$ cat src/rtl/seg_scan_if.sv
// Bus bundle between a display-value producer and the seg_scan_ctrl scanner.
// The producer side uses the master modport; the scanner uses slave.
interface seg_scan_if #(
    parameter int NDIGITS = 4
) ();
    logic                   en;
    logic                   load;
    logic [4*NDIGITS-1:0]   value_in;
    logic                   pending;
    logic [3:0]             num;
    logic [NDIGITS-1:0]     ct;
    logic                   frame_done;

    modport master (
        output en, load, value_in,
        input  pending, num, ct, frame_done
    );

    modport slave (
        input  en, load, value_in,
        output pending, num, ct, frame_done
    );
endinterface

$ cat src/rtl/seg_scan_ctrl.sv
// Time-multiplexed 7-segment digit scanner with blank gaps and frame-aligned value commit.
// Optional leading-zero blanking is enabled by defining SEG_SCAN_LZB_EN.
module seg_scan_ctrl #(
    parameter int NDIGITS      = 4,
    parameter int SCAN_DIV     = 50000,
    parameter int BLANK_CYCLES = 500
) (
    input  logic        clk,
    input  logic        reset,
    seg_scan_if.slave   bus
);
    localparam int CNT_MAX = ((SCAN_DIV > BLANK_CYCLES) ? SCAN_DIV : BLANK_CYCLES) - 1;
    localparam int CNT_W   = (CNT_MAX > 0) ? $clog2(CNT_MAX + 1) : 1;
    localparam int IDX_W   = (NDIGITS > 1) ? $clog2(NDIGITS) : 1;

    localparam logic [CNT_W-1:0] GAP_LAST  = CNT_W'(BLANK_CYCLES - 1);
    localparam logic [CNT_W-1:0] SHOW_LAST = CNT_W'(SCAN_DIV - 1);
    localparam logic [IDX_W-1:0] IDX_LAST  = IDX_W'(NDIGITS - 1);

    localparam logic [0:0] ST_GAP  = 1'b0;
    localparam logic [0:0] ST_SHOW = 1'b1;

    logic [0:0]             state_q, state_d;
    logic [CNT_W-1:0]       cnt_q, cnt_d;
    logic [IDX_W-1:0]       idx_q, idx_d;
    logic [NDIGITS-1:0]     ct_q, ct_d;
    logic [3:0]             num_q, num_d;
    logic                   fd_q, fd_d;
    logic                   pending_q, pending_d;
    logic [4*NDIGITS-1:0]   active_q, active_d;
    logic [4*NDIGITS-1:0]   shadow_q, shadow_d;
    logic                   commit;

    logic [3:0]             act_digit [NDIGITS];
    logic [NDIGITS-1:0]     idx_sel;
    logic [NDIGITS-1:0]     lit_mask;
    logic [3:0]             sel_digit;

    genvar gi;
    generate
        for (gi = 0; gi < NDIGITS; gi++) begin : g_digit
            assign act_digit[gi] = active_q[4*gi +: 4];
            assign idx_sel[gi]   = (idx_q == IDX_W'(gi));
`ifdef SEG_SCAN_LZB_EN
            // A digit stays dark when it and everything above it is zero; digit 0 always lights.
            if (gi == 0) begin : g_lsd
                assign lit_mask[gi] = 1'b1;
            end else begin : g_upper
                assign lit_mask[gi] = |active_q[4*NDIGITS-1:4*gi];
            end
`else
            assign lit_mask[gi] = 1'b1;
`endif
        end
    endgenerate

    always_comb begin
        sel_digit = 4'd0;
        for (int i = 0; i < NDIGITS; i++) begin
            if (idx_sel[i]) sel_digit = act_digit[i];
        end
    end

    always_comb begin
        state_d   = state_q;
        cnt_d     = cnt_q;
        idx_d     = idx_q;
        ct_d      = ct_q;
        num_d     = num_q;
        fd_d      = 1'b0;
        active_d  = active_q;
        shadow_d  = shadow_q;
        pending_d = pending_q;
        commit    = 1'b0;

        if (!bus.en) begin
            state_d = ST_GAP;
            cnt_d   = '0;
            idx_d   = '0;
            ct_d    = '1;
            commit  = pending_q;
        end else begin
            case (state_q)
                ST_GAP: begin
                    if (cnt_q == GAP_LAST) begin
                        state_d = ST_SHOW;
                        cnt_d   = '0;
                        num_d   = sel_digit;
                        ct_d    = ~(idx_sel & lit_mask);
                    end else begin
                        cnt_d = cnt_q + CNT_W'(1);
                    end
                end
                default: begin
                    if (cnt_q == SHOW_LAST) begin
                        state_d = ST_GAP;
                        cnt_d   = '0;
                        ct_d    = '1;
                        // Leaving the most significant digit closes the frame.
                        if (idx_q == IDX_LAST) begin
                            idx_d  = '0;
                            fd_d   = 1'b1;
                            commit = pending_q;
                        end else begin
                            idx_d = idx_q + IDX_W'(1);
                        end
                    end else begin
                        cnt_d = cnt_q + CNT_W'(1);
                    end
                end
            endcase
        end

        // Commit reads the old shadow, so a same-cycle load survives as the new pending value.
        if (commit) begin
            active_d  = shadow_q;
            pending_d = 1'b0;
        end
        if (bus.load) begin
            shadow_d  = bus.value_in;
            pending_d = 1'b1;
        end
    end

    always_ff @(posedge clk) begin
        if (reset) begin
            state_q   <= ST_GAP;
            cnt_q     <= '0;
            idx_q     <= '0;
            ct_q      <= '1;
            num_q     <= 4'd0;
            fd_q      <= 1'b0;
            pending_q <= 1'b0;
            active_q  <= '0;
            shadow_q  <= '0;
        end else begin
            state_q   <= state_d;
            cnt_q     <= cnt_d;
            idx_q     <= idx_d;
            ct_q      <= ct_d;
            num_q     <= num_d;
            fd_q      <= fd_d;
            pending_q <= pending_d;
            active_q  <= active_d;
            shadow_q  <= shadow_d;
        end
    end

    assign bus.ct         = ct_q;
    assign bus.num        = num_q;
    assign bus.frame_done = fd_q;
    assign bus.pending    = pending_q;

endmodule

$ cat src/flat_wrapper.sv
// flat-port wrapper written by rule: the top's interface ports become plain ports
module seg_scan_ctrl_flat 
#(
    parameter int NDIGITS      = 4,
    parameter int SCAN_DIV     = 50000,
    parameter int BLANK_CYCLES = 500
)
  (clk, reset, bus_en, bus_load, bus_value_in, bus_pending, bus_num, bus_ct, bus_frame_done);
  seg_scan_if #(.NDIGITS(NDIGITS)) bus_i ();
  input  logic clk;
  input  logic reset;
  input wire logic [$bits(bus_i.en)-1:0] bus_en;
  input wire logic [$bits(bus_i.load)-1:0] bus_load;
  input wire logic [$bits(bus_i.value_in)-1:0] bus_value_in;
  output wire logic [$bits(bus_i.pending)-1:0] bus_pending;
  output wire logic [$bits(bus_i.num)-1:0] bus_num;
  output wire logic [$bits(bus_i.ct)-1:0] bus_ct;
  output wire logic [$bits(bus_i.frame_done)-1:0] bus_frame_done;
  assign bus_i.en = bus_en;
  assign bus_i.load = bus_load;
  assign bus_i.value_in = bus_value_in;
  assign bus_pending = bus_i.pending;
  assign bus_num = bus_i.num;
  assign bus_ct = bus_i.ct;
  assign bus_frame_done = bus_i.frame_done;
  seg_scan_ctrl #(.NDIGITS(NDIGITS), .SCAN_DIV(SCAN_DIV), .BLANK_CYCLES(BLANK_CYCLES)) u_core (.clk(clk), .reset(reset), .bus(bus_i));
endmodule
$ cat config.mk
export PLATFORM = sky130hd
export DESIGN_NAME = seg_scan_ctrl_flat
export DESIGN_NICKNAME = d
export VERILOG_FILES = /design/src/rtl/seg_scan_if.sv /design/src/rtl/seg_scan_ctrl.sv /design/src/flat_wrapper.sv
export SDC_FILE = /design/constraint.sdc
export NUM_CORES = 1
export LEC_CHECK = 0
export ABC_AREA = 1
export CORE_UTILIZATION = 50
export DETAILED_ROUTE_END_ITERATION = 10
export DONT_BUFFER_PORTS = 1
export PLACE_DENSITY = 0.75
export SETUP_SLACK_MARGIN = 0.2
export SYNTH_ARGS = -nofsm -noshare
export SYNTH_HDL_FRONTEND = slang
export SYNTH_SLANG_ARGS = --single-unit
$ cat constraint.sdc
create_clock -name clk -period 2.95 [get_ports clk]
set_input_delay 0.59 -clock clk [delete_from_list [all_inputs] [get_ports clk]]
set_output_delay 0.59 -clock clk [all_outputs]
set_load 0.1 [all_outputs]
---- After elaboration in Yosys (flattened, before gate mapping) ----
Cells that the tools add are included.
storage, ports and cells
  flip-flop bits (word level) ............. 61
  bits of input ports ..................... 20
  word-level logic and storage cells ...... 50
  output and inout bits ................... 10
operators by class
  equal/unequal tests ..................... 6
  bitwise operators ....................... 4
  reductions and logical operators ........ 8
  add/sub/neg operators ................... 2
  muxes and demuxes ....................... 21
operator list
  operator                 count
  $mux W16                 3
  $mux W4                  7
  $add A16 B1 Y16 const B  1
  $eq A16 B16 Y1 const B   1
  $eq A16 B9 Y1 const B    1
  $mux W1                  10
  $eq A2 B2 Y1 const B     2
  $not A4 Y4               1
  $reduce_and A2 Y1        2
  $reduce_bool A2 Y1       2
  $reduce_or A4 Y1         1
  $not A1 Y1               3
  $reduce_and A3 Y1        1
  $add A2 B1 Y2 const B    1
  $eq A2 B1 Y1 const B     1
  $logic_not A2 Y1         1
  $mux W2                  1
  $ne A2 B2 Y1 const B     1
  $reduce_or A2 Y1         1

---- Depth between registers and ports, before layout ----
  word-level depth ........................ 7
  mapped depth ............................ 10

---- Least setup slack after synthesis ----
Ideal clock, no wire load.
  path type ............................... register to register
  start point ............................. reg u_core.pending_q, in the netlist u_core.bus.pending
  end point ............................... reg u_core.active_q[0]
  period minus slack after synthesis ...... 1.768 ns
  stages on the path, launching flop included .. 6
  data arrival time ....................... 1.653 ns
  path buffers ............................ 2
  path slack .............................. 1.182 ns
  path through ............................ dfxtp_1 -> clkbuf_1 -> buf_1 -> nand3_1 -> nand2_1 -> nor2_1
on the way
  word-level cells in the longest chain between the ends .. 4
RTL lines
  what                    line                  text
  from (decl)             seg_scan_ctrl.sv:29   logic pending_q, pending_d;
  from (signal assigned)  seg_scan_ctrl.sv:143  pending_q <= pending_d;
  $mux W1                 seg_scan_ctrl.sv:100  if (idx_q == IDX_LAST) begin
  $mux W1                 seg_scan_ctrl.sv:95   if (cnt_q == SHOW_LAST) begin
  $mux W1                 seg_scan_ctrl.sv:83   case (state_q)
  $mux W1 *               seg_scan_ctrl.sv:76   if (!bus.en) begin
  to (signal assigned)    seg_scan_ctrl.sv:144  active_q <= active_d;
  to (decl)               seg_scan_ctrl.sv:30   logic [4*NDIGITS-1:0] active_q, active_d;
Mark *: on every way between the ends. The rest lies on a longest branch, timed or not.
A chain may end at the register's enable or synchronous reset.

---- Final worst setup path ----
  start point ............................. reg u_core.num_q[3], in the netlist u_core.bus.num[3]
  end point ............................... out bus_num[3]
RTL lines
  what                    line                  text
  from (decl)             seg_scan_ctrl.sv:27   logic [3:0] num_q, num_d;
  from (signal assigned)  seg_scan_ctrl.sv:141  num_q <= num_d;
  to (decl)               flat_wrapper.sv:16    output wire logic [$bits(bus_i.num)-1:0] bus_num;
No word-level cell between the ends.

==> impl_metrics.tcl <==
set metrics [dict create \
    cts_sinks 61 \
    synth_edf_count 0 \
    start_kind "register" \
    finClkSkew_ns 0.00947 \
    dp_hpwl_um 3840 \
    ant_nets 0 \
    grt-ovfl-total 0 \
    area_growth_pct 8.00 \
    final-hold-violation-count 0 \
    synth_cell_types 33 \
    hold_path_end "u_core.bus.pending" \
    r2r_slack_ns 1.21 \
    setup_tns_ns 0 \
    htreeDepth 3 \
    ctsResizeCount 0 \
    design_area_um2 3020 \
    synth.yosys.seq_area_share 0.436 \
    synth_top_area_frac 0.436 \
    grt_start_max_net_pins 37 \
    required_ns 2.36 \
    status "finished, final reports clean" \
    clockBufferDepth 2 \
    io_buffers 0 \
    synth_simple_gate_area_frac 0.300 \
    relSlewSlack 0.343 \
    synth-compound-area-share 0.128 \
    synthCells 375 \
    p_per_area_nw_per_um2 585 \
    grt_pass1_vias 2246 \
    track_usage 0.211 \
    setup_ws_ns 1.05 \
    dieArea_um2 5900 \
    drc 0 \
    place_ws_ns 1.23 \
    ys_async_sr_fraction 0 \
    num_antenna_cells 0 \
    die_w_um 76.8 \
    vias 2282 \
    worstRegToRegCells 8 \
    final_layout_size_suffix_gt1_frac 0.103 \
    r2r_start "u_core.cnt_q[0]" \
    drtIter0Drc 131 \
    synthMuxAreaShare 0 \
    gp_congestion 0.856 \
    holdPathStages 1 \
    synth_top_family_by_area "simple AND/OR/NAND/NOR gates" \
    routedWlPerCell_um 12.3 \
    ctsRootBufferMaster "clkbuf_8" \
    routed_wl_um 5510 \
    hp-start "reset" \
    cts_setup_buffers 0 \
    syn_area_um2 2800 \
    setup_viol 0 \
    synth_nets 400 \
    synthFlopType "dfxtp_1" \
    max_freq_mhz 526 \
    path_max_fanout 2 \
    cts_tree "yes" \
    synthAdderAreaFrac 0.0223 \
    num_rows 26 \
    numCtsBuffers 9 \
    yosysWarnings 0 \
    arrival_ns 1.31 \
    die_h_um 76.8 \
    coreArea_um2 5240 \
    yosysTopAreaCell "dfxtp_1" \
    placed_cell_area_um2 2810 \
    antenna_found_initial 0 \
    synth-xor-area-share 0.0188 \
    nNetsFinal 398 \
    netlist_top_cells_area "dfxtp_1 44%, nand2_1 8.0%, a21oi_1 7.0%" \
    peakVddDrop_mv 0.357 \
    avgSynthCellArea_um2 7.47 \
    clkTransAtPathRegs_ns 0.07 \
    period_minus_slack_ns 1.90 \
    maxCapViolations 0 \
    ioPinCount 30 \
    ys_ff_latch 61 \
    period_share 0.645 \
    drt-pass1-iter-count 5 \
    hp-class "in2reg" \
    crit_path_end_kind "primary output" \
    maxSlewViolCount 0 \
    clock_latency_ns 0.34 \
    r2r-end "u_core.active_q[3]" \
    tightest_slew_ns 0.984 \
    cts_hold_buf 0 \
    rsz0062_at_grt "no" \
    layoutNonFillerInstCount 447 \
    critPathKind "reg2out" \
    dp.cells 432 \
    grt_pass1_wl_um 9780 \
    p_leak_nw 1.23 \
    viasPerCell 5.11 \
    initial_core_util 0.535 \
]
-- per-layer routing --
metal  track usage  vias up  wire length [um]
met3        0.0607       11               245
li1              -     1210                 -
met4         0.108        0               119
met5             0        -                 0
met1         0.259     1012              2740
met2         0.334       49              2410
-- synthesized netlist by cell type, types with 3 or more instances --
cell and instances:
ha_1 5, nor3_1 7, nand2_2 3, nand3_1 28
nand4_1 5, inv_2 3, nand2_1 60, a31oi_1 3
o21ai_0 24, nand3_2 3, a21oi_1 39, buf_6 3
nor2_1 51, nor2_2 3, nor3b_1 3, xor2_1 5
inv_1 42, dfxtp_1 61, nor2_4 3, clkbuf_1 8
-- cells by family after synthesis --
| group | Yosys count |
|---|---|
| DFF | 61 |
| xor gates and xnor gates | 6 |
| and+or+nand+nor | 173 |
| adders and majority gates | 5 |
| AOI/OAI and AO/OA | 69 |
| buffers and inverters | 61 |
-- worst max-delay path by stage --
stage                            start                   to  slack (ns)  cells after the start
CTS                  u_core.bus.num[3]           bus_num[3]        1.03                      0
detailed placement     u_core.cnt_q[0]   u_core.active_q[3]        1.23                      8
floorplan           u_core.bus.pending   u_core.active_q[0]        1.18                      5
global route           u_core.cnt_q[0]  u_core.active_q[12]         1.0                      8
finish               u_core.bus.num[3]           bus_num[3]        1.05                      0
global placement       u_core.cnt_q[0]   u_core.active_q[8]        1.32                      8
-- flip-flops by register name (all words and copies together), names as in the netlist --
signal	flops
u_core.active_q	16
u_core.bus.ct	4
u_core.bus.pending	1
u_core.bus.frame_done	1
u_core.idx_q	2
u_core.bus.num	4
u_core.state_q	1
u_core.cnt_q	16
u_core.shadow_q	16
-- power by group --
group          switching [mW]  total (mW)  internal, mW
Combinational          0.0632      0.0946        0.0314
Sequential             0.0191       0.873         0.854
Clock                   0.311       0.800         0.489
Total                   0.393        1.77          1.37
-- placed cells by master (no fill, tap or decap), types with 5 or more instances in the layout --
cell,n
nand3_1,28
nor3_1,7
inv_1,42
clkbuf_8,10
a21oi_1,39
ha_1,5
o21ai_0,24
xor2_1,5
nand4_1,5
nor2_1,51
nand2_1,60
dfxtp_1,60
-- area by class of cell --
class / instances / area, um^2
fillers: 498 / 2210
clock buffers: 10 / 138
well taps: 70 / 87.6
clock inverters: 5 / 75.1
inverters: 46 / 173
flip-flops and latches: 61 / 1220
multi-input cells: 253 / 1310
repair buffers: 2 / 15.0
-- stage by stage --
step | hold slack, ns | power [mW] | util
global placement | 0.430 | 0.982 | 0.537
CTS | 0.301 | 1.78 | 0.577
detailed placement | 0.448 | 0.986 | 0.537
finish | 0.311 | 1.77 | 0.577
global route | 0.302 | 1.84 | 0.577
floorplan | 0.417 | 0.973 | -
Note: power is estimated with default switching activity, not from simulation.
